===== src/rtl/voice_allocator.sv =====
// Polyphonic voice scheduler: takes decoded note-on/note-off events and maps
// them onto NUM_VOICES synth voices. Each event is handled by a serial scan of
// the voices (one per cycle), followed by a single apply step. When all voices
// are busy the least-recently-allocated voice is stolen and its gate is held
// low for RETRIG_CYCLES so the envelope restarts cleanly.
module voice_allocator #(
  parameter int NUM_VOICES    = 4,
  parameter int VOICE_BITS    = 2,
  parameter int RETRIG_CYCLES = 16
) (
  input  logic                    clk,
  input  logic                    rst,
  input  logic                    in_valid,
  output logic                    in_ready,
  input  logic                    in_note_on,
  input  logic [6:0]              in_note,
  input  logic [6:0]              in_velocity,
  input  logic                    panic,
  output logic [NUM_VOICES-1:0]   voice_gate,
  output logic [7*NUM_VOICES-1:0] voice_note,
  output logic [7*NUM_VOICES-1:0] voice_velocity,
  output logic                    steal_pulse
);

  typedef enum logic [1:0] {
    S_IDLE,
    S_SCAN,
    S_APPLY,
    S_RETRIG
  } state_t;

  localparam int CNT_BITS = (RETRIG_CYCLES > 1) ? $clog2(RETRIG_CYCLES) : 1;

  localparam logic [VOICE_BITS-1:0] LAST_IDX    = VOICE_BITS'(NUM_VOICES - 1);
  localparam logic [VOICE_BITS-1:0] OLDEST_RANK = VOICE_BITS'(NUM_VOICES - 1);
  localparam logic [VOICE_BITS-1:0] IDX_ONE     = VOICE_BITS'(1);
  localparam logic [CNT_BITS-1:0]   CNT_MAX     = CNT_BITS'(RETRIG_CYCLES - 1);
  localparam logic [CNT_BITS-1:0]   CNT_ONE     = CNT_BITS'(1);

  state_t state;
  state_t state_next;

  // Per-voice state. rank 0 = most recently allocated, NUM_VOICES-1 = oldest.
  logic [6:0]            note_q [NUM_VOICES];
  logic [6:0]            vel_q  [NUM_VOICES];
  logic [VOICE_BITS-1:0] rank_q [NUM_VOICES];

  // Event being processed, latched at acceptance.
  logic                  ev_on;
  logic [6:0]            ev_note;
  logic [6:0]            ev_vel;

  // Scan progress and the candidates it collects.
  logic [VOICE_BITS-1:0] scan_idx;
  logic                  free_found;
  logic [VOICE_BITS-1:0] free_idx;
  logic                  match_found;
  logic [VOICE_BITS-1:0] match_idx;
  logic [VOICE_BITS-1:0] oldest_idx;

  // Retrigger bookkeeping.
  logic [VOICE_BITS-1:0] retrig_idx;
  logic [CNT_BITS-1:0]   retrig_cnt;

  // Apply-step decision, derived from the scan results.
  logic [VOICE_BITS-1:0] target_idx;
  logic [VOICE_BITS-1:0] target_rank;
  logic                  is_restrike;
  logic                  is_alloc;
  logic                  is_steal;

  logic accept;

  // Panic blocks acceptance in the same cycle so the event cannot sneak in.
  assign in_ready = (state == S_IDLE) && !panic;
  assign accept   = in_valid && in_ready;

  // Choose the voice the current event acts on: a matching voice wins, then a
  // free voice, and only then the oldest voice is stolen.
  always_comb begin
    // NOTE: every combinational output gets a default before any branch so no
    // path leaves it unassigned, which would otherwise infer a latch.
    target_idx  = match_idx;
    is_restrike = 1'b0;
    is_alloc    = 1'b0;
    is_steal    = 1'b0;
    if (ev_on) begin
      if (match_found) begin
        target_idx  = match_idx;
        is_restrike = 1'b1;
      end else if (free_found) begin
        target_idx  = free_idx;
        is_alloc    = 1'b1;
      end else begin
        target_idx  = oldest_idx;
        is_steal    = 1'b1;
      end
    end
  end

  assign target_rank = rank_q[target_idx];

  // State register.
  always_ff @(posedge clk) begin
    // NOTE: sequential state is always updated with non-blocking assignments
    // so every register samples the pre-edge values of the others.
    if (rst) begin
      state <= S_IDLE;
    end else begin
      state <= state_next;
    end
  end

  // Next-state logic; panic overrides every transition.
  always_comb begin
    state_next = state;
    unique case (state)
      S_IDLE: begin
        if (accept) begin
          state_next = S_SCAN;
        end
      end
      S_SCAN: begin
        if (scan_idx == LAST_IDX) begin
          state_next = S_APPLY;
        end
      end
      S_APPLY: begin
        if (is_restrike || is_steal) begin
          state_next = S_RETRIG;
        end else begin
          state_next = S_IDLE;
        end
      end
      S_RETRIG: begin
        if (retrig_cnt == CNT_MAX) begin
          state_next = S_IDLE;
        end
      end
      default: state_next = S_IDLE;
    endcase
    if (panic) begin
      state_next = S_IDLE;
    end
  end

  // Event latch, voice scan, apply step, retrigger counter and voice state.
  always_ff @(posedge clk) begin
    if (rst) begin
      // NOTE: the voice arrays are reset, not left uninitialised: their values
      // drive the voice outputs directly and must read as zero after reset.
      for (int i = 0; i < NUM_VOICES; i++) begin
        note_q[i] <= '0;
        vel_q[i]  <= '0;
        rank_q[i] <= VOICE_BITS'(i);
      end
      voice_gate  <= '0;
      steal_pulse <= 1'b0;
      ev_on       <= 1'b0;
      ev_note     <= '0;
      ev_vel      <= '0;
      scan_idx    <= '0;
      free_found  <= 1'b0;
      free_idx    <= '0;
      match_found <= 1'b0;
      match_idx   <= '0;
      oldest_idx  <= '0;
      retrig_idx  <= '0;
      retrig_cnt  <= '0;
    end else if (panic) begin
      // All notes off; notes, velocities and ranks are deliberately kept.
      voice_gate  <= '0;
      steal_pulse <= 1'b0;
    end else begin
      steal_pulse <= 1'b0;
      unique case (state)
        S_IDLE: begin
          if (accept) begin
            // A note-on with velocity 0 is a note-off by MIDI convention.
            ev_on       <= in_note_on && (in_velocity != 7'd0);
            ev_note     <= in_note;
            ev_vel      <= in_velocity;
            scan_idx    <= '0;
            free_found  <= 1'b0;
            match_found <= 1'b0;
          end
        end
        S_SCAN: begin
          if (!voice_gate[scan_idx] && !free_found) begin
            free_found <= 1'b1;
            free_idx   <= scan_idx;
          end
          if (voice_gate[scan_idx] && (note_q[scan_idx] == ev_note) && !match_found) begin
            match_found <= 1'b1;
            match_idx   <= scan_idx;
          end
          if (rank_q[scan_idx] == OLDEST_RANK) begin
            oldest_idx <= scan_idx;
          end
          scan_idx <= scan_idx + IDX_ONE;
        end
        S_APPLY: begin
          if (!ev_on) begin
            if (match_found) begin
              voice_gate[match_idx] <= 1'b0;
            end
          end else begin
            // Rank update: target becomes newest, younger voices age by one.
            for (int i = 0; i < NUM_VOICES; i++) begin
              if (VOICE_BITS'(i) == target_idx) begin
                rank_q[i] <= '0;
              end else if (rank_q[i] < target_rank) begin
                rank_q[i] <= rank_q[i] + IDX_ONE;
              end
            end
            vel_q[target_idx] <= ev_vel;
            if (is_alloc) begin
              note_q[target_idx]     <= ev_note;
              voice_gate[target_idx] <= 1'b1;
            end else begin
              // Re-strike or steal: gate drops, RETRIG raises it again later.
              if (is_steal) begin
                note_q[target_idx] <= ev_note;
                steal_pulse        <= 1'b1;
              end
              voice_gate[target_idx] <= 1'b0;
              retrig_idx             <= target_idx;
              retrig_cnt             <= '0;
            end
          end
        end
        S_RETRIG: begin
          if (retrig_cnt == CNT_MAX) begin
            voice_gate[retrig_idx] <= 1'b1;
          end else begin
            retrig_cnt <= retrig_cnt + CNT_ONE;
          end
        end
        default: ;
      endcase
    end
  end

  // Pack per-voice notes and velocities; voice i sits at bits [7i+6:7i].
  always_comb begin
    voice_note     = '0;
    voice_velocity = '0;
    for (int i = 0; i < NUM_VOICES; i++) begin
      voice_note[7*i +: 7]     = note_q[i];
      voice_velocity[7*i +: 7] = vel_q[i];
    end
  end

endmodule


===== config.mk =====
export PLATFORM = sky130hd
export DESIGN_NAME = voice_allocator
export DESIGN_NICKNAME = d
export VERILOG_FILES = /design/src/rtl/voice_allocator.sv
export SDC_FILE = /design/constraint.sdc
export NUM_CORES = 1
export LEC_CHECK = 0
export ABC_CLOCK_PERIOD_IN_PS = 3200
export CORE_MARGIN = 2
export CORE_UTILIZATION = 35
export DETAILED_ROUTE_END_ITERATION = 6
export GPL_TIMING_DRIVEN = 0
export PLACE_DENSITY = 0.67
export SETUP_SLACK_MARGIN = 0.3
export SLEW_MARGIN = 40
export SYNTH_ARGS = -nofsm -noshare
export SYNTH_HDL_FRONTEND = slang
export SYNTH_SLANG_ARGS = --single-unit
export TNS_END_PERCENT = 10

===== constraint.sdc =====
create_clock -name clk -period 3.2 [get_ports clk]
set_clock_uncertainty 0.2 [all_clocks]
set_input_delay 0.48 -clock clk [delete_from_list [all_inputs] [get_ports clk]]
set_output_delay 0.48 -clock clk [all_outputs]
set_load 0.02 [all_outputs]

==> flow_summary.toml <==
[status]
status = "finished clean"

[die]
rows = 43
core_area_mm2 = 0.0137
die_w_um = 122
pin_count = 81
die_h_um = 122
die-area_mm2 = 0.0148
start_util_pct = 35.4

[finish]
nets = 573
layout_commonest_cell = "clkdlybuf4s50_1"
final_cell_mix = "80 x clkdlybuf4s50_1, 69 x nor2_1, 64 x nand2_1, 64 x edfxtp_1, 40 x dfxtp_1"
area_growth_syn_to_layout_pct = 28.2
utilization_pct = 45.4
final_layout_size_suffix_gt1_share_pct = 10.1
antenna_cells = 0

[synth]
async_reset_ff_share_pct = 0
ys_warn_count = 0
syn-num-nets = 480
synth-edff-count = 64
synth_seq_cells = 104
synth_top_cell_by_area = "edfxtp_1"
synth_top_cell_area_share_pct = 39.6
syn_area_per_cell_um2 = 10.6
synth_area_leaders = "edfxtp_1 40%, dfxtp_1 16%, nor2_1 5.3%"
synth.distinct_cells = 58
syn_area_mm2 = 0.00486
ys_dominant_reg_cell = "edfxtp_1"
synth_seq_area_share_pct = 56.1
synth_cells = 459

[global_route]
grt_max_degree = 18
track_usage_pct = 17.4
grt_pass1_wl_um = 19700
grt_overflow = 0
antenna_found_initial = 0
grt_pass1_vias = 3743

[critical_path]
worst_path_largest_cell_delay_ns = 0.50
cp.buffers_inverters = 1
cp_data_arrival_time_ns = 2.64
crit_path_top_delay_cell = "o311ai_0"
end_kind = "register"
crit_chain = "mux2_4 > mux2_4 > mux2i_1 > a22o_2 > buf_6 > o311ai_0"
critical_path.startpoint_type = "register"
crit_type = "reg -> reg"
critical-path-top-delay-family = "multiplexers"
reg2reg_from = "free_found"
cp_common_cell = "mux2_4"
reg2reg_depth = 6
path_max_fanout = 10
r2r-end = "rank_q[0][1]"
critPathLaunch = "free_found"
crit_required_ns = 2.98
r2r_setup_slack_ns = 0.35

[routing]
drc = 0
routed_wl_um = 12600
wl_per_cell_um = 17.1
vias = 3799
detail-route-antenna-nets = 0
drtIter0Drc = 403
drt_first_pass_iters = 5
detail_route.vias_per_cell = 5.15

[cts]
cts.hold.buffers_added = 0
cts_sinks = 104
clk_pin_slew_ns = 0.07
cts_tree = "built"
cts_buffer_depth = 2
cts_root_buffer = "clkbuf_16"
clock_latency_ns = 0.34
htreeDepth = 3
numCtsBuffers = 9

[timing]
rsz0062_at_grt = "yes"
fmax_ghz = 0.350
max-slew-margin-rel_pct = 53.8
tns_ns = 0
fin_crit_sh_pct = 89.2
setup_viol = 0
final-hold-violation-count = 0
fin_ws_ns = 0.346
period_minus_slack_ns = 2.85
slew_viol_final = 0
tightest_slew_ns = 0.693

[power]
power.density_mw_per_mm2 = 457
p_leak_uw = 0.00222
ir_worst_vdd_mv = 0.308

[min_path]
min_to = "ev_vel[0]"
hold_class = "reg -> reg"
hp-start = "ev_vel[0]"
holdPathStages = 2

[placed_design]
place_hpwl_um = 9200
gp_congestion = 0.874
post-place-ws_ns = -0.253
port_buffers = 80

[run]
max_cap_viol_count = 0
## cell type report
class,instances,area [µm²]
clock inverter,5,62.6
clock buffer,11,243
multi-input combinational,313,1970
sequential,104,2720
fill,1294,7500
tap,180,225
buffer,25,124
inverter,17,63.8
timing repair buffer,82,816
## per-stage QoR
step / area [µm²] / total power, µW / hold slack (ns) / instances
4_1_cts: 6200 / 2860 / 0.261 / 735
3_3_place_gp: 5880 / 1750 / 0.242 / 719
2_1_floorplan: 4860 / 1640 / 0.237 / 459
3_5_place_dp: 5890 / 1750 / 0.248 / 719
6_report: 6220 / 2850 / 0.265 / 737
5_1_grt: 6220 / 2940 / 0.268 / 737
## cells by family (layout without fill, tap and decap cells)
logic type      Yosys count  after routing  share of synthesized area (%)
simple gates            186            186                           17.5
flops                   104            104                           56.1
compound gates           79             79                           10.4
buf+inv                  42            140                           3.81
mux                      30             30                           8.63
xor+xnor                 13             13                           2.34
fa+ha+maj                 5              5                           1.21
## worst max path at each step
stage	end	depth (start not counted)
after global routing	note_q[3][1]	7
final	rank_q[0][1]	6
after CTS	note_q[0][3]	7
after global placement	note_q[2][2]	7
after floorplan	rank_q[0][0]	6
after detailed placement	note_q[2][2]	7
## metal layers
layer,vias up,track usage [%],wire (µm)
met3,10,3.23,746
met2,116,29.6,6170
met5,-,0,0
met1,1861,22.8,5490
met4,0,4.60,159
li1,1812,-,-
## report_power, final
| part | internal, µW | leakage, µW | switching (µW) | total (µW) |
|---|---|---|---|---|
| clock network | 635 | 0.000148 | 491 | 1130 |
| registers | 1450 | 0.000971 | 24.8 | 1480 |
| logic | 108 | 0.00110 | 133 | 241 |
## cell usage after synthesis (3+ instances only)
cell / instances
nand2b_1: 10
buf_2: 4
nand2_1: 64
a21o_1: 8
xor2_1: 5
a211oi_1: 6
mux2i_1: 16
and2_1: 3
nor3_1: 12
nand3b_1: 5
maj3_2: 3
inv_1: 17
mux2_2: 4
nor2_1: 69
buf_4: 3
mux4_2: 6
clkbuf_1: 15
a21oi_1: 34
o21ai_0: 12
xnor2_1: 8
dfxtp_1: 40
nand4_1: 3
nand3_1: 6
edfxtp_1: 64
## registers in the layout, indices dropped and copies added, names as in the netlist, 4 cells and up, named ones only
signal and flops:
rank_q 8, ev_note 7, vel_q 28, ev_vel 7, retrig_cnt 4, note_q 28
## tightest hold or removal path, stage by stage, from the launching register on
cell,delay (ns)
dfxtp_1,0.31
nand2_1,0.05
a21oi_1,0.05
## what timing repair did
action	CTS	global route
hold endpoints to repair	0	0
setup buffers	0	2
resized for setup	2	6
endpoints found under the setup margin	28	44
cloned	0	0
Note: power is estimated with default switching activity, not from simulation.
